===== src/rtl/clock_div_prog.sv =====
`default_nettype none
// ============================================================================
// Module   : clock_div_prog
// Brief    : Runtime-programmable multi-channel clock divider. Each channel
//            divides CLK_IN by its own full-period divisor, producing a
//            near-50% square output and a one-cycle period-start tick.
//            Divisor updates are shadowed and applied at period boundaries.
//            SYNC restarts all running channels in phase.
// Revision : 1.0 - initial release (successor to the fixed 1 MHz -> 1 kHz divider)
// ============================================================================
module clock_div_prog #(
   parameter int NUM_CH      = 2,
   parameter int CNT_WIDTH   = 17,
   parameter int DEFAULT_DIV = 1000
) (
   input  logic                        CLK_IN,
   input  logic                        RESET_N,
   input  logic [NUM_CH-1:0]           EN,
   input  logic [NUM_CH-1:0]           LOAD,
   input  logic [NUM_CH*CNT_WIDTH-1:0] DIV_IN,
   input  logic                        SYNC,
   output logic [NUM_CH-1:0]           CLK_OUT,
   output logic [NUM_CH-1:0]           TICK_OUT,
   output logic [NUM_CH-1:0]           PENDING
);

   localparam logic [0:0]           c_st_idle = 1'b0;
   localparam logic [0:0]           c_st_run  = 1'b1;
   localparam logic [CNT_WIDTH-1:0] c_min     = CNT_WIDTH'(2);
   localparam logic [CNT_WIDTH-1:0] c_one     = CNT_WIDTH'(1);
   localparam logic [CNT_WIDTH:0]   c_one_w   = (CNT_WIDTH+1)'(1);
   localparam logic [CNT_WIDTH-1:0] c_default =
      (DEFAULT_DIV < 2) ? c_min : CNT_WIDTH'(DEFAULT_DIV);

   // Divisors below 2 cannot form a high and a low phase, so they run as 2.
   function automatic logic [CNT_WIDTH-1:0] f_clamp(input logic [CNT_WIDTH-1:0] v);
      return (v < c_min) ? c_min : v;
   endfunction

   for (genvar k = 0; k < NUM_CH; k++) begin : g_ch
      logic [0:0]           r_state;
      logic [0:0]           w_state_nxt;
      logic [CNT_WIDTH-1:0] r_cnt;
      logic [CNT_WIDTH-1:0] w_cnt_nxt;
      logic [CNT_WIDTH-1:0] r_dact;
      logic [CNT_WIDTH-1:0] w_dact_nxt;
      logic [CNT_WIDTH-1:0] r_shadow;
      logic [CNT_WIDTH-1:0] w_shadow_nxt;
      logic                 r_pend;
      logic                 w_pend_nxt;
      logic                 r_clk;
      logic                 w_clk_nxt;
      logic                 r_tick;
      logic                 w_tick_nxt;
      logic [CNT_WIDTH:0]   w_half;
      logic [CNT_WIDTH-1:0] w_div_cl;
      logic                 w_boundary;

      assign w_div_cl   = f_clamp(DIV_IN[k*CNT_WIDTH +: CNT_WIDTH]);
      assign w_boundary = (r_cnt == (r_dact - c_one));

      // Next-state for the channel; outputs are derived from the next cnt/D_act
      // so the registered outputs always match the registered counter state.
      always_comb begin
         w_state_nxt  = r_state;
         w_cnt_nxt    = r_cnt;
         w_dact_nxt   = r_dact;
         w_shadow_nxt = r_shadow;
         w_pend_nxt   = r_pend;
         case (r_state)
            c_st_idle: begin
               w_cnt_nxt  = '0;
               w_pend_nxt = 1'b0;
               if (LOAD[k]) begin
                  w_dact_nxt   = w_div_cl;
                  w_shadow_nxt = w_div_cl;
               end
               if (EN[k]) begin
                  w_state_nxt = c_st_run;
               end
            end
            default: begin
               if (!EN[k]) begin
                  w_state_nxt = c_st_idle;
                  w_cnt_nxt   = '0;
                  w_pend_nxt  = 1'b0;
                  if (LOAD[k]) begin
                     w_dact_nxt   = w_div_cl;
                     w_shadow_nxt = w_div_cl;
                  end else if (r_pend) begin
                     w_dact_nxt = r_shadow;
                  end
               end else if (SYNC || w_boundary) begin
                  w_cnt_nxt = '0;
                  if (SYNC && LOAD[k]) begin
                     // Load coinciding with SYNC takes effect immediately.
                     w_dact_nxt   = w_div_cl;
                     w_shadow_nxt = w_div_cl;
                     w_pend_nxt   = 1'b0;
                  end else begin
                     if (r_pend) begin
                        w_dact_nxt = r_shadow;
                     end
                     // A load on a natural boundary waits for the next one.
                     w_pend_nxt = LOAD[k];
                     if (LOAD[k]) begin
                        w_shadow_nxt = w_div_cl;
                     end
                  end
               end else begin
                  w_cnt_nxt = r_cnt + c_one;
                  if (LOAD[k]) begin
                     w_shadow_nxt = w_div_cl;
                     w_pend_nxt   = 1'b1;
                  end
               end
            end
         endcase
         // One extra bit keeps ceil(D/2) exact for the maximum divisor.
         w_half     = ({1'b0, w_dact_nxt} + c_one_w) >> 1;
         w_clk_nxt  = (w_state_nxt == c_st_run) && ({1'b0, w_cnt_nxt} < w_half);
         w_tick_nxt = (w_state_nxt == c_st_run) && (w_cnt_nxt == '0);
      end

      // Channel state registers with asynchronous return to defaults.
      always_ff @(posedge CLK_IN or negedge RESET_N) begin
         if (!RESET_N) begin
            r_state  <= c_st_idle;
            r_cnt    <= '0;
            r_dact   <= c_default;
            r_shadow <= c_default;
            r_pend   <= 1'b0;
            r_clk    <= 1'b0;
            r_tick   <= 1'b0;
         end else begin
            r_state  <= w_state_nxt;
            r_cnt    <= w_cnt_nxt;
            r_dact   <= w_dact_nxt;
            r_shadow <= w_shadow_nxt;
            r_pend   <= w_pend_nxt;
            r_clk    <= w_clk_nxt;
            r_tick   <= w_tick_nxt;
         end
      end

      assign CLK_OUT[k]  = r_clk;
      assign TICK_OUT[k] = r_tick;
      assign PENDING[k]  = r_pend;
   end

endmodule
`default_nettype wire


===== config.mk =====
export PLATFORM = sky130hd
export DESIGN_NAME = clock_div_prog
export DESIGN_NICKNAME = d
export VERILOG_FILES = /design/src/rtl/clock_div_prog.sv
export SDC_FILE = /design/constraint.sdc
export NUM_CORES = 1
export LEC_CHECK = 0
export CORE_MARGIN = 3
export CORE_UTILIZATION = 40
export CTS_CLUSTER_SIZE = 10
export DETAILED_ROUTE_END_ITERATION = 7
export DONT_BUFFER_PORTS = 1
export HOLD_SLACK_MARGIN = 0.15
export PLACE_DENSITY = 0.51
export SLEW_MARGIN = 20
export SYNTH_ARGS = -nofsm -noshare
export SYNTH_HDL_FRONTEND = slang
export SYNTH_SLANG_ARGS = --single-unit

===== constraint.sdc =====
create_clock -name CLK_IN -period 5.18 [get_ports CLK_IN]
set_input_delay 0.777 -clock CLK_IN [delete_from_list [all_inputs] [get_ports CLK_IN]]
set_output_delay 0.777 -clock CLK_IN [all_outputs]
set_load 0.02 [all_outputs]

* Word level (Yosys, flattened, before mapping)
Cells that the tools add are included.
** Storage, ports and cells
- Logic and storage cells :: 82
- Latch bits :: 0
- Memory bits (read-only) :: 0
- Memories kept :: 0
- Register bits after elaboration :: 110
- Bits in writable memories :: 0
** Cells by class
- Bitwise gates (word level) :: 0
- Divide/modulo/power cells :: 0
- $lt $le $gt $ge :: 4
- $add $sub $neg :: 6
- Reductions and logical operators :: 10
- Mux-type cells :: 44
- Multiply operators :: 0
- Equal/unequal tests :: 4
- Shift-type cells :: 0
** Operators with widths (count)
- 2-to-1 mux 17 bit :: 32
- adder 17 x 1 -> 18 bit (second input constant) :: 2
- adder 17 x 1 -> 17 bit (second input constant) :: 2
- equality test 17 bit :: 2
- logical NOT 17 bit :: 2
- < comparator 17 bit :: 2
- < comparator 17 x 2 -> 1 bit (second input constant) :: 2
- subtractor 17 x 1 -> 17 bit (second input constant) :: 2
- 2-to-1 mux 1 bit :: 12
- != test 4 x 3 -> 1 bit (second input constant) :: 2
- logical AND 1 bit :: 6
- logical OR 1 bit :: 2

* Logic depth before layout (Yosys ltp)
Gate-level depths: netlist (run 1).
- Word-level depth :: 9
- Gate-level depth with buffers :: 26
- Gate-level depth less buffers :: 25

* Worst setup path after synthesis (run 1)
Ideal clock, no wire load.
- Kind :: register to register
- Start :: register g_ch[1].r_dact[0]
- End :: register g_ch[1].r_clk
- Slack :: 0.431 ns
- Cell stages (with the launch flop) :: 20
- Data arrival time :: 4.626 ns
- Buffers on the path :: 2
- Path through :: dfrtp_1 -> inv_1 -> ha_1 -> or4b_1 -> or4b_1 -> a22oi_2 -> and4_1 -> buf_4 -> a21oi_2 -> o311a_1 -> a2111oi_4 -> and3_1 -> buf_4 -> nand3_1 -> xor2_1 -> ha_1 -> nand4_1 -> or3_1 -> and4b_1 -> o221a_2
** Between the ends
- Longest elaborated chain between the ends :: 9
- Elaborated cells between the ends (all ways) :: 16
- Classes of those cells :: add/sub (2); order compare (1); eq/ne (1); mux (10); reduce/logical (2)
** RTL lines
- start, declared :: line 45 : logic [CNT_WIDTH-1:0] r_dact;
- start signal, assigned :: line 130 : r_dact <= c_default;
- start signal, assigned :: line 138 : r_dact <= w_dact_nxt;
- subtractor 17 x 1 -> 17 bit :: line 60 : assign w_boundary = (r_cnt == (r_dact - c_one));
- equality test 17 bit :: line 60
- logical OR 1 bit :: line 93 : end else if (SYNC || w_boundary) begin
- 2-to-1 mux 17 bit :: line 93
- 2-to-1 mux 17 bit :: line 83 : if (!EN[k]) begin
- 2-to-1 mux 17 bit :: line 70 : case (r_state)
- adder 17 x 1 -> 18 bit :: line 120 : w_half = ({1'b0, w_dact_nxt} + c_one_w) >> 1;
- < comparator 17 bit (*) :: line 121 : w_clk_nxt = (w_state_nxt == c_st_run) && ({1'b0, w_cnt_nxt} < w_half);
- logical AND 1 bit (*) :: line 121
- named net g_ch[1].w_clk_nxt :: line 52 : logic w_clk_nxt;
- end signal, assigned :: line 141 : r_clk <= w_clk_nxt;
- end, declared :: line 51 : logic r_clk;
Mark *: on every way through the listed nets, which the timed path passes. The rest lies on a longest branch.
A chain may end at the register's enable or synchronous reset.

* Final worst setup path (run 1)
- Start :: register g_ch[1].r_dact[1]
- End :: register g_ch[1].r_clk
Same word-level chain as after synthesis.

==> impl_metrics.ini, run 1 <==
[detailed_routing]
firstDrtPassIters = 8
final_antenna_net_count = 0
drt_iter0_drc = 840
wl_mm = 30.6
drc = 0
avgRoutedWirePerCell_um = 20.6
viasPerCell = 5.97
vias = 8862

[timing]
finalCritPeriodShare_pct = 95.0
rsz0062_at_grt = yes
relSlewSlack_pct = 42.6
period_minus_slack_ns = 4.92
drv_slew = 0
setup_viol = 0
skew_ns = 0.00786
worstMarginPinSlew_ns = 0.861
maxClockFrequency_mhz = 203
tns_ns = 0
final_hold_viol_count = 0

[grt]
antenna_found_initial = 0
overflow = 0
grt_usage_pct = 23.5
grt_start_max_net_pins = 87
grt_pass1_wl_mm = 48.3
grt_pass1_vias = 8132

[die]
die_h_um = 161
core_um2 = 23100
io_pins = 47
die_w_um = 161
rows = 55
die_area_um2 = 25800
start_util_pct = 41.5

[synthesis]
synth_area_leaders = dfrtp_1, dfstp_2, nor2_1
ys.warnings.count = 0
synthTopCellsByCount = nor2_1, dfrtp_1, nand2_1
syn_avg_cell_area_um2 = 8.22
synth_area_um2 = 9560
synth_cell_types = 91
ys_ff_latch = 110
syn_inst = 1163
yosysMostFrequentCell = nor2_1
synth_async_sr_flop_share_pct = 100
yosysTopAreaCellShare_pct = 22.5
ys.flop_type = dfrtp_1
ys_seq_area_share_pct = 29.1
syn_nets = 1242
yosysTopAreaCell = dfrtp_1
synth_edf_count = 0

[placement]
postPlaceCellArea_um2 = 10000
place_inst = 1454
hpwlAfterDp_mm = 21.9
io_buffers = 0
gp_congestion = 0.882

[finish]
nNetsFinal = 1246
fin_area_um2 = 10600
drive_gt1_share_pct = 16.6
antenna_cells = 0
final_cell_count_no_fill = 1485
nFillCells = 2241
syn_to_final_growth_pct = 11.2

[pwr]
static-leakage-power_nw = 4.30
powerDensity_nw_per_um2 = 241
ir_drop_mv = 0.185

[run]
cap_violations = 0

[setup_path]
critPathBufInv = 3
worstPathMaxFanout = 5
crit_family = simple AND/OR/NAND/NOR gates
end_kind = register
crit_required_ns = 5.43
critical_path_class = register to register
worstPathArrival_ns = 5.17
slowest_stage = or4b_1
cp_cell_sequence = inv_1 -> ha_2 -> or4b_4 -> or4b_1 -> a22oi_2 -> nand4_1 -> buf_6 -> o21ai_4 -> o211ai_1 -> a2111oi_4 -> and3_2 -> buf_4 -> nand3_1 -> xor2_1 -> ha_1 -> a21oi_1 -> or3_1 -> and4b_1 -> o221a_2
cp-start-kind = register
critPathMaxStageDelay_ns = 0.54

[clock_tree]
clk_pin_slew_ns = 0.08
cts_root_buffer = clkbuf_16
clock-sinks = 110
numCtsBuffers = 9
cts.path.max_buffers = 2
htree_levels = 3
cts_tree = done
clkLatencyLatePin_ns = 0.36

[status]
outcome = finished clean

[hold_path]
hold_class = input pin to asynchronous set/reset pin
==> worst reg2reg max path: cells and delay by family, from the launching register on <==
kind	cells	cell delay, ns
simple gates	7	2.13
compound gates	6	1.21
fa+ha+maj	2	0.49
flops	1	0.40
buf+inv	3	0.40
xor+xnor	1	0.16
==> timing repair <==
item / CTS / global route
endpoints found under the hold margin: 86 / 0
setup endpoints to repair: 2 / 2
hold buffers: 1 / 0
cloned: 0 / 1
pin swaps: 1 / 18
buffers inserted: 2 / 11
gates resized for setup: 2 / 29
==> power by group <==
part,internal [mW],switching [mW],total [mW]
logic,0.333,0.422,0.755
clock network,0.392,0.357,0.749
registers,0.943,0.110,1.05
==> layout by cell type (no fill, tap or decap), types with 11 or more instances in the layout <==
cell	count
a21oi_1	58
a22oi_1	11
a31oi_1	19
and3_1	17
buf_4	81
dfrtp_1	84
dfstp_2	24
ha_1	37
inv_1	36
mux2_2	28
mux2i_1	41
nand2_1	81
nand2b_1	13
nand3_1	43
nand4_1	27
nor2_1	146
nor3_1	25
nor4_1	19
o211ai_1	16
o21ai_0	72
xnor2_1	53
xor2_1	50
==> per-stage QoR <==
step / utilization (%) / worst slack, ns / power [mW] / hold slack (ns)
after floorplan: - / 0.431 / 1.55 / 0.448
after global placement: 43.6 / 0.132 / 1.75 / 0.460
after detailed placement: 43.6 / 0.00139 / 1.75 / 0.467
after CTS: 45.1 / 0.0284 / 2.53 / 0.239
after global routing: 46.1 / -0.0397 / 2.69 / 0.229
final: 46.1 / 0.258 / 2.56 / 0.249
==> flip-flops by register name (all words and copies together), names as in the netlist <==
signal         cells
g_ch.r_tick        2
g_ch.r_state       2
g_ch.r_pend        2
g_ch.r_cnt        34
g_ch.r_clk         2
g_ch.r_shadow     34
g_ch.r_dact       34
==> logic make-up (layout without fill, tap and decap cells) <==
family	Yosys count	count (layout)	share of synthesized area, %
and+or+nand+nor	438	439	23.2
AOI/OAI and AO/OA	274	274	19.2
buffers and inverters	127	135	5.81
DFF	110	110	29.1
xor gates and xnor gates	107	107	10.0
muxes	69	69	7.59
adders and majority gates	38	38	4.97
==> layout make-up <==
cell class	count	area [um^2]	share of cell area, %
clock inverters	3	46.3	0.436
flip-flops and latches	110	2790	26.2
well taps	313	392	3.69
inverters	36	135	1.27
multi-input cells	927	6370	60.0
clock buffers	13	250	2.35
repair buffers	83	647	6.09
==> metal layers <==
layer | up-vias | share of wire [%] | GRT usage, % | wire length [um]
met1 | 4283 | 52 | 38.6 | 15800
met5 | - | 0 | 0 | 0
met2 | 337 | 40 | 32.3 | 12300
met4 | 0 | 0.81 | 3.91 | 249
li1 | 4223 | - | - | -
met3 | 19 | 7.4 | 3.61 | 2270
==> final timing paths <==
path	start	to	depth (start not counted)	slack, ns
hold / removal	RESET_N	g_ch[1].r_shadow[6]$_DFF_PN1_	0	0.25
hold reg to reg	g_ch[0].r_shadow[6]$_DFF_PN1_	g_ch[0].r_shadow[6]$_DFF_PN1_	2	0.47
min in group CLK_IN	EN[0]	g_ch[0].r_state$_DFF_PN0_	0	0.44
setup reg to reg	g_ch[1].r_dact[1]$_DFF_PN0_	g_ch[1].r_clk$_DFF_PN0_	19	0.26
setup / recovery	g_ch[1].r_dact[1]$_DFF_PN0_	g_ch[1].r_clk$_DFF_PN0_	19	0.26
max in group asynchronous	RESET_N	g_ch[0].r_dact[0]$_DFF_PN0_	1	4.45
No activity file was read; power rests on OpenSTA's default activity.
==> inputs of run 2 (changes only) <==
--- a/config.mk
+++ b/config.mk
@@ -5,6 +5,7 @@
 export SDC_FILE = /design/constraint.sdc
 export NUM_CORES = 1
 export LEC_CHECK = 0
+export ABC_AREA = 0
 export CORE_MARGIN = 3
 export CORE_UTILIZATION = 40
 export CTS_CLUSTER_SIZE = 10
==> constraint.sdc (replaced) <==
create_clock -name CLK_IN -period 5.98 [get_ports CLK_IN]
set_input_delay 0.897 -clock CLK_IN [delete_from_list [all_inputs] [get_ports CLK_IN]]
set_output_delay 0.897 -clock CLK_IN [all_outputs]
set_load 0.02 [all_outputs]
==> run 2 against run 1 <==
Against the previous run: first-iteration DRC count up 8.5%; die area did not move; global-route usage down 1.1 points; total power decreased by 19%; register-to-register slack gained 0.24 ns; critical path depth grew 6; worst hold slack got worse by 0.016 ns; fmax shrank 10%; via count is 3.4% lower; design area down 5.9%; flip-flop and latch count is the same; largest cell class unchanged.
==> impl_metrics.ini, run 2 (same netlist as run 1, synthesis figures left out) <==
[status]
outcome = finished clean

[setup_path]
worstPathArrival_ns = 5.77
crit_start = g_ch[0].r_dact[0]$_DFF_PN0_
crit_family = compound AO/OA/AOI/OAI gates
cp-start-kind = register
end_kind = register
slowest_stage = o311ai_1
critPathBufInv = 2
critPathMaxStageDelay_ns = 0.85
worstPathMaxFanout = 11
crit_required_ns = 6.27
reg2reg_from = g_ch[0].r_dact[0]$_DFF_PN0_
critical_path_class = register to register

[clock_tree]
cts_root_buffer = clkbuf_16
cts.path.max_buffers = 2
htree_levels = 3
clkLatencyLatePin_ns = 0.36
numCtsBuffers = 9
cts_tree = done
hold_buffers = 0
clk_pin_slew_ns = 0.08
clock-sinks = 110

[timing]
finalCritPeriodShare_pct = 91.6
worstMarginPinSlew_ns = 0.982
period_minus_slack_ns = 5.48
skew_ns = 0.00804
maxClockFrequency_mhz = 183
final_hold_viol_count = 0
hold_slack_ns = 0.233
rsz0062_at_grt = no
drv_slew = 0
setup_viol = 0
relSlewSlack_pct = 34.6
tns_ns = 0

[grt]
grt_start_max_net_pins = 111
grt_pass1_vias = 7683
grt_pass1_wl_mm = 46.0
antenna_found_initial = 0
grt_usage_pct = 22.5
overflow = 0

[pwr]
static-leakage-power_nw = 3.94
seq_power_share_pct = 44.4
p_int_mw = 1.35
clkPwrFrac_pct = 29.4
powerDensity_nw_per_um2 = 208
swShare_pct = 35.3
total_power_mw = 2.08
ir_drop_mv = 0.123
combinationalPowerShare_pct = 26.2
p_switching_uw = 736

[finish]
drive_gt1_share_pct = 10.8
final_core_util_pct = 43.4
antenna_cells = 0
nFillCells = 2290
final_cell_mix = nor2_1, dfrtp_1, nand2_1
nNetsFinal = 1184
final_cell_count_no_fill = 1423
final_common_cell = nor2_1
syn_to_final_growth_pct = 4.58
top_regs = g_ch.r_cnt: 34 flops, g_ch.r_dact: 34 flops, g_ch.r_shadow: 34 flops

[placement]
gp_congestion = 0.950
hpwlAfterDp_mm = 21.3
io_buffers = 0
place_inst = 1406

[die]
io_pins = 47
die_area_um2 = 25800
die_h_um = 161
rows = 55
core_um2 = 23100
die_w_um = 161
start_util_pct = 41.5

[detailed_routing]
drc = 0
wl_mm = 29.5
avgRoutedWirePerCell_um = 20.7
final_antenna_net_count = 0
viasPerCell = 6.01
drt_iter0_drc = 911
firstDrtPassIters = 5
vias = 8558

[hold_path]
hold_class = input pin to asynchronous set/reset pin

[run]
cap_violations = 0
## run 2: changes by cell type in the layout (fill, tap and decap cells not counted), sizes merged
cell      change
buf          -61
clkbuf        -3
inv           +2
and4b         -1
bufinv        -1
clkinv        +1
clkinvlp      +1
## run 2: area by class of cell
| cell class | count | area (um^2) | area share [%] |
|---|---|---|---|
| Inverter | 36 | 135 | 1.35 |
| Tap cell | 313 | 392 | 3.92 |
| Timing Repair Buffer | 22 | 165 | 1.65 |
| Multi-Input combinational cell | 926 | 6240 | 62.4 |
| Sequential cell | 110 | 2780 | 27.8 |
| Clock buffer | 10 | 239 | 2.39 |
| Clock inverter | 6 | 42.5 | 0.426 |
## run 2: metal layers
layer	GRT usage, %	routed length (um)	share of wire, %
met5	0	0	0
met4	4.89	375	1.3
met3	5.29	2470	8.4
met2	29.9	11600	40
met1	36.1	15000	51
## run 2: final timing paths
kind / end / slack (ns) / depth (start not counted)
setup / recovery: g_ch[0].r_clk$_DFF_PN0_ / 0.50 / 25
hold / removal: g_ch[1].r_shadow[12]$_DFF_PN0_ / 0.23 / 0
setup reg to reg: g_ch[0].r_clk$_DFF_PN0_ / 0.50 / 25
hold reg to reg: g_ch[0].r_shadow[6]$_DFF_PN1_ / 0.48 / 2
max in group asynchronous: g_ch[0].r_dact[3]$_DFF_PN1_ / 5.46 / 0
min in group CLK_IN: g_ch[0].r_shadow[6]$_DFF_PN1_ / 0.48 / 2
## run 2: metrics by stage
| step | setup WS [ns] | instance area (um^2) |
|---|---|---|
| 2_1_floorplan | 1.23 | 9560 |
| 3_3_place_gp | 0.506 | 9690 |
| 3_5_place_dp | 0.263 | 9690 |
| 4_1_cts | 0.235 | 9970 |
| 5_1_grt | 0.0197 | 10000 |
| 6_report | 0.502 | 10000 |
## run 2: timing repair
| action | in CTS | in global routing |
|---|---|---|
| setup endpoints to repair | 0 | 2 |
| gates resized for setup | 0 | 6 |
| hold endpoints to repair | 0 | 0 |
| setup buffers | 0 | 1 |
## run 2: power groups by stage
stage	Clock (mW)	Sequential (mW)	Combinational, mW
floorplan	0	0.865	0.477
global placement	0	0.937	0.534
detailed placement	0	0.936	0.532
CTS	0.640	0.922	0.536
global route	0.663	0.935	0.605
finish	0.612	0.926	0.546
==> inputs of run 3 (changes only) <==
--- a/config.mk
+++ b/config.mk
@@ -8,6 +8,7 @@
 export ABC_AREA = 0
 export CORE_MARGIN = 3
 export CORE_UTILIZATION = 40
+export CTS_BUF_LIST = sky130_fd_sc_hd__clkbuf_4
 export CTS_CLUSTER_SIZE = 10
 export DETAILED_ROUTE_END_ITERATION = 7
 export DONT_BUFFER_PORTS = 1
==> run 3 against run 2 <==
Against the previous run: setup slack got worse by 0.091 ns; largest cell class unchanged; highest routed layer unchanged; design area fell by 0.90%; total power fell by 10%; critical path depth fell by 8; first-iteration DRC count rose by 5.6%.
==> impl_metrics.ini, run 3 (same netlist as run 1, synthesis figures left out) <==
[status]
outcome = finished clean

[pwr]
static-leakage-power_nw = 3.90
powerDensity_nw_per_um2 = 189
ir_drop_mv = 0.0899

[detailed_routing]
final_antenna_net_count = 0
firstDrtPassIters = 5
viasPerCell = 6.01
vias = 8591
drt_iter0_drc = 962
avgRoutedWirePerCell_um = 21.0
drc = 0
wl_mm = 30.0

[timing]
hold_slack_ns = 0.189
finalCritPeriodShare_pct = 93.1
maxClockFrequency_mhz = 180
rsz0062_at_grt = no
drv_slew = 0
final_hold_viol_count = 0
period_minus_slack_ns = 5.57
skew_ns = 0.0181
tns_ns = 0
setup_viol = 0
worstMarginPinSlew_ns = 0.975
relSlewSlack_pct = 35.0

[finish]
nNetsFinal = 1190
final_common_cell = nor2_1
drive_gt1_share_pct = 11.0
nFillCells = 2310
multi_input_area_um2 = 6240
syn_to_final_growth_pct = 3.64
fin_area_um2 = 9910
top_regs = g_ch.r_cnt: 34 flops, g_ch.r_dact: 34 flops, g_ch.r_shadow: 34 flops
regArea_um2 = 2780
final_core_util_pct = 43.0
final_cell_mix = nor2_1, dfrtp_1, nand2_1

[placement]
io_buffers = 0
gp_congestion = 0.950
hpwlAfterDp_mm = 21.3
postPlaceCellArea_um2 = 9690

[setup_path]
end_kind = register
crit_cells = 17
critPathMaxStageDelay_ns = 0.56
rr_endpoint = g_ch[1].r_clk$_DFF_PN0_
cp_cell_sequence = inv_1 -> ha_1 -> or4b_1 -> or4b_1 -> a22oi_2 -> and4_1 -> a21oi_2 -> o311a_1 -> a2111oi_4 -> and3_1 -> nand3_1 -> xor2_1 -> ha_1 -> nand4_1 -> or3_1 -> and4b_1 -> o221a_2
reg2reg_from = g_ch[1].r_dact[0]$_DFF_PN0_
crit_family = simple AND/OR/NAND/NOR gates
r2r_slack_ns = 0.41
rr_worst_depth = 17
slowest_stage = or4b_1
critPathBufInv = 1
worstPathArrival_ns = 5.98
critical_path_class = register to register
cp-start-kind = register
worstPathMaxFanout = 10
crit_required_ns = 6.39

[grt]
antenna_found_initial = 1
overflow = 0
grt_usage_pct = 22.7
grt_pass1_vias = 7711
grt_pass1_wl_mm = 46.5
grt_start_max_net_pins = 87

[die]
die_w_um = 161
die_area_um2 = 25800
die_h_um = 161
io_pins = 47
start_util_pct = 41.5
core_um2 = 23100
rows = 55

[clock_tree]
cts_root_buffer = clkbuf_4
numCtsBuffers = 9
clk_pin_slew_ns = 0.19
clock-sinks = 110
htree_levels = 3
cts_tree = done
cts.path.max_buffers = 2
clkLatencyLatePin_ns = 0.52

[run]
cap_violations = 0

[hold_path]
hold_class = input pin to asynchronous set/reset pin
[run 3: cell types whose count changed in the layout (fill, tap and decap cells not counted), moves of 2 or more]
cell / delta
buf_4: +3
clkbuf_16: -9
clkbuf_4: +9
dlygate4sd3_1: +2
[run 3: area by class of cell]
class / instances / area share, %
Multi-Input combinational cell: 926 / 63.0
Sequential cell: 110 / 28.1
Tap cell: 313 / 3.95
Timing Repair Buffer: 28 / 2.37
Inverter: 36 / 1.36
Clock buffer: 9 / 0.682
Clock inverter: 7 / 0.467
Antenna cell: 1 / 0.0253
[run 3: stage by stage]
stage / std cells / setup slack (ns) / power (mW)
2_1_floorplan: 1163 / 1.23 / 1.34
3_3_place_gp: 1406 / 0.506 / 1.47
3_5_place_dp: 1406 / 0.263 / 1.47
4_1_cts: 1424 / 0.232 / 1.87
5_1_grt: 1430 / 0.0365 / 1.98
6_report: 1430 / 0.411 / 1.87
[run 3: what timing repair did]
| item | in CTS | in global routing |
|---|---|---|
| endpoints found under the hold margin | 86 | 3 |
| endpoints found under the setup margin | 0 | 2 |
| gates resized for setup | 0 | 6 |
| buffers inserted | 0 | 4 |
| hold buffers | 2 | 1 |
[run 3: how the worst max path moves through the flow]
stage                              endpoint  slack [ns]                         from
floorplan           g_ch[1].r_clk$_DFF_PN0_        1.23  g_ch[1].r_dact[0]$_DFF_PN0_
global placement    g_ch[1].r_clk$_DFF_PN0_        0.51  g_ch[1].r_dact[0]$_DFF_PN0_
detailed placement  g_ch[1].r_clk$_DFF_PN0_        0.26  g_ch[1].r_dact[0]$_DFF_PN0_
CTS                 g_ch[1].r_clk$_DFF_PN0_        0.23  g_ch[1].r_dact[0]$_DFF_PN0_
global route        g_ch[1].r_clk$_DFF_PN0_        0.04  g_ch[1].r_dact[0]$_DFF_PN0_
finish              g_ch[1].r_clk$_DFF_PN0_        0.41  g_ch[1].r_dact[0]$_DFF_PN0_
[run 3: worst register-to-register path, delay by kind of cell (launching register included)]
family          cells  cell delay (ns)
compound gates      5             1.33
xor+xnor            1             0.18
fa+ha+maj           2             0.56
buf+inv             1             0.14
flops               1             0.47
simple gates        8             2.80
[run 3: per-layer routing]
layer	global-route usage [%]	up-vias	part of all wire (%)
li1	-	4107	-
met1	36.3	4122	50
met2	30.5	339	40
met3	5.67	23	8.7
met4	4.46	0	1.3
met5	0	-	0
[run 3: where the power goes]
group / switching (mW) / internal, mW / total, mW
clock: 0.291 / 0.0856 / 0.377
combinational: 0.327 / 0.237 / 0.564
sequential: 0.109 / 0.817 / 0.927
total: 0.728 / 1.14 / 1.87
